[config.mk]
export PLATFORM = sky130hd
export DESIGN_NAME = fu_pipe_complex
export DESIGN_NICKNAME = d
export VERILOG_FILES = /design/src/rtl/fu_pipe_complex.sv
export SDC_FILE = /design/constraint.sdc
export NUM_CORES = 2
export LEC_CHECK = 0
export BUFFER_PORTS_ARGS = -buffer_cell sky130_fd_sc_hd__buf_2
export CAP_MARGIN = 20
export CELL_PAD_IN_SITES_DETAIL_PLACEMENT = 1
export CELL_PAD_IN_SITES_GLOBAL_PLACEMENT = 2
export CORE_MARGIN = 3
export CORE_UTILIZATION = 39
export CTS_CLUSTER_DIAMETER = 60
export CTS_CLUSTER_SIZE = 14
export DETAILED_ROUTE_END_ITERATION = 6
export GPL_TIMING_DRIVEN = 0
export HOLD_SLACK_MARGIN = 0.08
export PLACE_DENSITY = 0.84
export SLEW_MARGIN = 5
export SYNTH_ARGS = -nofsm -noshare
export SYNTH_HDL_FRONTEND = slang
export SYNTH_SLANG_ARGS = --single-unit
[constraint.sdc]
create_clock -name clk -period 4 [get_ports clk]
set_input_delay 0.2 -clock clk [delete_from_list [all_inputs] [get_ports clk]]
set_output_delay 0.2 -clock clk [all_outputs]
set_load 0.01 [all_outputs]
[src/rtl/fu_pipe_complex.sv]
`default_nettype none
// ============================================================================
// Module   : fu_pipe_complex
// Brief    : Pipelined multiply functional unit with branch-mask squash,
//            mask clearing on correct prediction and saturating squash count.
// Revision : 1.0 - initial release
// ============================================================================
module fu_pipe_complex #(
    parameter int DATA_W          = 32,
    parameter int CHECKPOINTS     = 4,
    parameter int CHECKPOINTS_LOG = 2,
    parameter int TAG_W           = 20,
    parameter int LATENCY         = 3,
    parameter int CNT_W           = 16
) (
    input  logic                       clk,
    input  logic                       reset,
    input  logic                       inValid_i,
    output logic                       inReady_o,
    input  logic [CHECKPOINTS-1:0]     inBranchMask_i,
    input  logic [TAG_W-1:0]           inTag_i,
    input  logic [1:0]                 opcode_i,
    input  logic [DATA_W-1:0]          data1_i,
    input  logic [DATA_W-1:0]          data2_i,
    input  logic                       ctrlVerified_i,
    input  logic                       ctrlMispredict_i,
    input  logic [CHECKPOINTS_LOG-1:0] ctrlSMTid_i,
    output logic                       outValid_o,
    input  logic                       outReady_i,
    output logic [CHECKPOINTS-1:0]     outBranchMask_o,
    output logic [TAG_W-1:0]           outTag_o,
    output logic [DATA_W-1:0]          outResult_o,
    output logic [1:0]                 outFlags_o,
    output logic [CNT_W-1:0]           squashCount_o
);

    // Wide enough for LATENCY (max 8) stage kills plus one dropped input
    localparam int c_SUM_W = 4;

    logic [LATENCY-1:0]                  r_valid;
    logic [LATENCY-1:0][CHECKPOINTS-1:0] r_mask;
    logic [LATENCY-1:0][TAG_W-1:0]       r_tag;
    logic [LATENCY-1:0][DATA_W-1:0]      r_result;
    logic [LATENCY-1:0][1:0]             r_flags;
    logic [CNT_W-1:0]                    r_squashCount;

    logic                   w_squash;
    logic                   w_verifyOk;
    logic                   w_stall;
    logic                   w_inDrop;
    logic                   w_accept;
    logic [CHECKPOINTS-1:0] w_smtOneHot;
    logic [CHECKPOINTS-1:0] w_clearMask;
    logic [LATENCY-1:0]     w_kill;
    logic [2*DATA_W-1:0]    w_prodU;
    logic [2*DATA_W-1:0]    w_prodS;
    logic [DATA_W-1:0]      w_result;
    logic [1:0]             w_flags;
    logic [c_SUM_W-1:0]     w_killCount;
    logic [CNT_W:0]         w_cntSum;
    logic [CNT_W-1:0]       w_cntNext;

    assign w_squash    = ctrlVerified_i & ctrlMispredict_i;
    assign w_verifyOk  = ctrlVerified_i & ~ctrlMispredict_i;
    assign w_smtOneHot = CHECKPOINTS'(1) << ctrlSMTid_i;
    assign w_clearMask = w_verifyOk ? w_smtOneHot : '0;

    assign w_stall   = r_valid[LATENCY-1] & ~outReady_i;
    assign inReady_o = ~w_stall;
    assign w_inDrop  = inValid_i & w_squash & inBranchMask_i[ctrlSMTid_i];
    assign w_accept  = inValid_i & ~w_stall & ~w_inDrop;

    generate
        for (genvar i = 0; i < LATENCY; i++) begin : g_kill
            assign w_kill[i] = r_valid[i] & w_squash & r_mask[i][ctrlSMTid_i];
        end
    endgenerate

    // Sign-extending to 2*DATA_W lets one multiplier shape serve MULH
    assign w_prodU = {{DATA_W{1'b0}}, data1_i} * {{DATA_W{1'b0}}, data2_i};
    assign w_prodS = $signed({{DATA_W{data1_i[DATA_W-1]}}, data1_i}) *
                     $signed({{DATA_W{data2_i[DATA_W-1]}}, data2_i});

    always_comb begin
        w_result = '0;
        w_flags  = 2'b00;
        case (opcode_i)
            2'd0:    w_result = w_prodU[DATA_W-1:0];
            2'd1:    w_result = w_prodU[2*DATA_W-1:DATA_W];
            2'd2:    w_result = w_prodS[2*DATA_W-1:DATA_W];
            default: w_flags[1] = 1'b1;
        endcase
        w_flags[0] = (w_result == '0);
    end

    always_comb begin
        w_killCount = c_SUM_W'(w_inDrop & ~w_stall);
        for (int i = 0; i < LATENCY; i++) begin
            w_killCount = w_killCount + c_SUM_W'(w_kill[i]);
        end
    end

    assign w_cntSum  = {1'b0, r_squashCount} + (CNT_W+1)'(w_killCount);
    assign w_cntNext = w_cntSum[CNT_W] ? '1 : w_cntSum[CNT_W-1:0];

    always_ff @(posedge clk or negedge reset) begin
        if (!reset) begin
            r_valid       <= '0;
            r_mask        <= '0;
            r_tag         <= '0;
            r_result      <= '0;
            r_flags       <= '0;
            r_squashCount <= '0;
        end else begin
            if (w_stall) begin
                // Held entries still see squash and mask clearing
                for (int i = 0; i < LATENCY; i++) begin
                    r_valid[i] <= r_valid[i] & ~w_kill[i];
                    r_mask[i]  <= r_mask[i] & ~w_clearMask;
                end
            end else begin
                r_valid[0]  <= w_accept;
                r_mask[0]   <= inBranchMask_i & ~w_clearMask;
                r_tag[0]    <= inTag_i;
                r_result[0] <= w_result;
                r_flags[0]  <= w_flags;
                for (int i = 1; i < LATENCY; i++) begin
                    r_valid[i]  <= r_valid[i-1] & ~w_kill[i-1];
                    r_mask[i]   <= r_mask[i-1] & ~w_clearMask;
                    r_tag[i]    <= r_tag[i-1];
                    r_result[i] <= r_result[i-1];
                    r_flags[i]  <= r_flags[i-1];
                end
            end
            r_squashCount <= w_cntNext;
        end
    end

    assign outValid_o      = r_valid[LATENCY-1] &
                             ~(w_squash & r_mask[LATENCY-1][ctrlSMTid_i]);
    assign outBranchMask_o = r_mask[LATENCY-1];
    assign outTag_o        = r_tag[LATENCY-1];
    assign outResult_o     = r_result[LATENCY-1];
    assign outFlags_o      = r_flags[LATENCY-1];
    assign squashCount_o   = r_squashCount;

endmodule
`default_nettype wire

* Word-level counts from Yosys, hierarchy flattened
Cells that the tools add are included.
** Word-level totals
- Input port bits :: 98
- Output and inout bits :: 76
- Register bits after elaboration :: 193
** Cells by class
- Magnitude comparators :: 1
- Shift-type cells :: 1
- Add/subtract/negate cells :: 4
- Multiplexer cells :: 14
- $mul :: 2
- Equal/unequal tests :: 2
- Reduce and logical (&&, ||, !) cells :: 3
- Bitwise logic cells :: 33
** Operators with widths (number)
- multiplier 32 x 32 -> 64 bit :: 2
- one-hot mux 32 bit (3 select lines) :: 1
- zero test 32 bit :: 1
- AND 1 bit :: 18
- adder 16 x 4 -> 17 bit :: 1
- AND 4 bit :: 4
- two-way mux 16 bit :: 1
- adder 4 x 1 -> 4 bit :: 3
- two-way mux 12 bit :: 1
- binary-select mux 1 bit (select 2 bit) :: 4
- NOT 1 bit :: 8
- two-way mux 1 bit :: 5
- AND 1 x 4 -> 4 bit :: 1
- two-way mux 4 bit :: 1
- NOT 1 -> 4 bit :: 1
- NOT 4 bit :: 1
- left shift 1 x 2 -> 4 bit, first input constant :: 1
- less-than comparator 2 x 3 -> 1 bit, second input constant :: 1
- two-way mux 3 bit :: 1
- OR reduction 3 bit :: 1
- equality test 2 x 1 -> 1 bit, second input constant :: 1
- equality test 2 bit, second input constant :: 1
- zero test 2 bit :: 1

* Logic depth before layout (Yosys ltp)
- Depth after elaboration :: 9
- Gate-level depth with buffers :: 32

* Worst setup path after synthesis
OpenSTA, ideal clock, no wires.
- Path type :: input to register
- Start :: input port data1_i[31]
- End :: register r_flags[0] (netlist name)
- Arrival time :: 8.164 ns
- Stages :: 28
- Library setup time :: 0.076 ns
- Slack :: -4.240 ns
- Required time :: 3.924 ns
- Path through :: clkbuf_1 > nand2_1 > inv_1 > fa_1 > inv_1 > fa_1 > inv_1 > fa_1 > fa_1 > inv_1 > fa_1 > inv_1 > fa_1 > inv_1 > fa_1 > inv_1 > fa_1 > ha_1 > clkbuf_1 > nand4_1 > or3_1 > a31oi_1 > a21oi_1 > o21bai_1 > a311o_1 > and4_1 > or4b_1 > o21ai_1
** Between the ends
- Cells in the longest elaborated chain, start to end :: 3
- Elaborated cells on any way between the ends :: 4
- Those cells by class :: mul: 2; mux: 1; reduce/logical: 1
** RTL lines
- start: declaration :: line 23 : input logic [DATA_W-1:0] data1_i,
- multiplier 32 x 32 -> 64 bit, on equally long branches :: line 81, 80
- one-hot mux 32 bit (3 select lines) (*) :: line 87 : case (opcode_i)
- zero test 32 bit (*) :: line 93 : w_flags[0] = (w_result == '0);
- end signal: indexed assignment :: line 132 : r_flags[i] <= r_flags[i-1];
- end: declaration :: line 44 : logic [LATENCY-1:0][1:0] r_flags;
Mark *: on every way between the ends. The rest lies on a longest branch, timed or not.
A chain may end at the register's enable or synchronous reset.

* Worst setup path after layout
Ends and elaborated chain as after synthesis.

==> run metrics <==
run status finished, violations left; failing checks setup timing; asr flop ratio synth 1.00; YS warnings 0; Total GRT Usage 0.330; Rel. slew slack 0.255; number of remaining DRC errors 0; I/O Buffers ~170; top cells by area in the synthesized netlist fa_1 49%, inv_1 9.4%, ha_1 8.1%; DPL Wire Length around 220000 microns; Syn-to-layout area delta 20.6%; GPL Wtd Cong 1.00; vias in the first global route roughly 55000; layout cell share with drive strength beyond 1 0.191; RSZ-0062 raised after global routing yes; Slew @ Worst Pin roughly 1.1 ns; Die W 399 microns; DR vias 48698; Mapped Cells 6473; Antenna Nets Post-Route 0; required time of the critical path approximately 4.4 ns; Max Clock Skew 0.0125 ns; crit path max fanout 7; worst skew pair latency between 0.4 and 0.5 ns; met2 wire len approximately 120000 microns; WL per Instance 29.1 microns; die area ~160000 sq um; CP max-delay cell fa_2; Fin Hold WS approximately 0.2 ns; Core Footprint 152000 sq um; Total Routed Length 262000 microns; antenna violations before repair 37; # rows about 140; synth unique cells 99; most used cell, CP fa_1; Slew Limit Fails 0; critical path type in2reg; synthesized area approximately 60000 sq um; register area share after synthesis 0.0804; Synth Net Count 8433; CP peak stage delay ~0.70 ns; Max Root-Sink Buffers 2; Final WS setup -4.10 ns; clk sink count approximately 190; Syn Area/Cell between 9 and 10 sq um; most common library cells after synthesis 1510 x inv_1, 1473 x fa_1, 1091 x nand2_1; largest net degree at the start of global routing 108; # Max-Cap Violations 0; DRT iter0 DRCs between 3000 and 4000; critical path arrival around 8.5 ns; met3 wire len ~24000 microns; root buffer cell clkbuf_16; class of the worst hold path in2reg; Primary FF master, synth dfrtp_1; setup violators final 33; clock slew at the register clock pins of the worst setup and hold paths roughly 0.08 ns; crit end category flip-flop; #FFs+latches synth between 150 and 200; router iterations before antenna repair 6; effective utilization at floorplan 0.394; Top Metal Used met5; final-report hold violation count 0; Synth area leader fa_1; register-to-register path setup slack 0.24 ns; end-of-flow core utilization 0.476; number of fill cells roughly 17000; via/cell ratio around 5.4; Max Clk Rate about 0.12 GHz; M1 WL ~98000 microns; Worst setup SP type input pin; IO Pins 174; Post-synth EDFFs 0; min Tclk post-route roughly 8.1 ns; Final period util 2.02; CTS tree built; first-pass GRT wire length roughly 370000 microns; Yosys top cell area share 0.491; total CTS buffers 17; nets@finish roughly 8900; GR Overflow Total 0; Die Ht between 300 and 400 microns; depth of the CTS H-tree 4; top-count cell post-synth inv_1
## state kept, by name (all words and copies together), names as in the netlist
name and flops:
r_result 64, r_tag 40, outResult_o 32, outTag_o 20
squashCount_o 16, r_mask 8, outBranchMask_o 4, r_flags 4
r_valid 3, outFlags_o 2
## cell type report
type | instances | area [sq um] | area share
Sequential cell | 193 | 4830 | 0.0666
Clock buffer | 20 | 467 | 0.00644
Antenna cell | 22 | 55.1 | 0.000759
Clock inverter | 12 | 118 | 0.00162
Timing Repair Buffer | 453 | 3870 | 0.0534
Inverter | 1510 | 5690 | 0.0784
Tap cell | 2030 | 2540 | 0.0350
Multi-Input combinational cell | 4430 | 50900 | 0.702
Buffer | 329 | 4030 | 0.0556
## layer usage
metal,GRT usage,vias to the layer above
met5,0,-
met4,0.187,20
met3,0.0665,688
met2,0.535,2213
met1,0.413,25701
li1,-,20076
## stage by stage
stage / cells / setup WS [ns] / setup TNS [ns] / cell area [sq um]
2_1_floorplan: 6473 / -3.86 / -94.14 / 61500
3_3_place_gp: 8674 / -6.46 / -282.35 / 64900
3_5_place_dp: 8684 / -6.46 / -176.14 / 65100
4_1_cts: 8824 / -4.20 / -113.74 / 68800
5_1_grt: 8986 / -4.32 / -116.19 / 72500
6_report: 8999 / -4.10 / -111.49 / 72500
## what timing repair did
item                                    CTS  global route
endpoints found under the setup margin   49            46
cloned                                    0             5
pin swaps                                77           251
gates resized for setup                 525           680
setup buffers                            85           157
hold endpoints to repair                111             0
hold buffers                             26             0
## placed cells by master (no fill, tap or decap), types with 55 or more instances in the layout
cell	netlist	final
a21oi_1	166	99
and2_1	494	444
buf_12	0	64
buf_2	10	130
buf_4	61	278
buf_6	3	79
clkbuf_16	0	65
dfrtp_1	193	193
fa_1	1473	1355
fa_2	0	118
ha_1	389	335
inv_1	1510	1455
nand2_1	1091	1060
nand4_1	55	55
nor2_1	96	82
o21ai_0	89	56
## cell families after synthesis
logic type	synth area share
and+or+nand+nor	0.152
muxes	0.00477
xor gates and xnor gates	0.0143
AOI/OAI and AO/OA	0.0565
buffers and inverters	0.120
adders and majority gates	0.572
DFF	0.0804
## worst max-delay path: cells and delay by family
kind / cells / cell delay, ns
compound gates: 4 / 1.01
xor+xnor: 1 / 0.21
fa+ha+maj: 9 / 4.72
buf+inv: 9 / 1.18
simple gates: 6 / 1.12
## final timing paths
kind | end | cells past startpoint | from
setup / recovery | r_flags[0]$_DFFE_PN0N_ | 29 | data1_i[31]
hold / removal | r_mask[6]$_DFF_PN0_ | 3 | ctrlMispredict_i
setup reg to reg | squashCount_o[2]$_DFF_PN0_ | 17 | r_valid[2]$_DFF_PN0_
hold reg to reg | r_flags[2]$_DFFE_PN0N_ | 2 | r_flags[2]$_DFFE_PN0N_
max in group asynchronous | outResult_o[8]$_DFFE_PN0N_ | 3 | reset
min in group asynchronous | outTag_o[1]$_DFFE_PN0N_ | 2 | reset
Power is left out: the tool's default activity adds up to more than one toggle a clock period on the data nets, which glitch-free logic cannot reach.
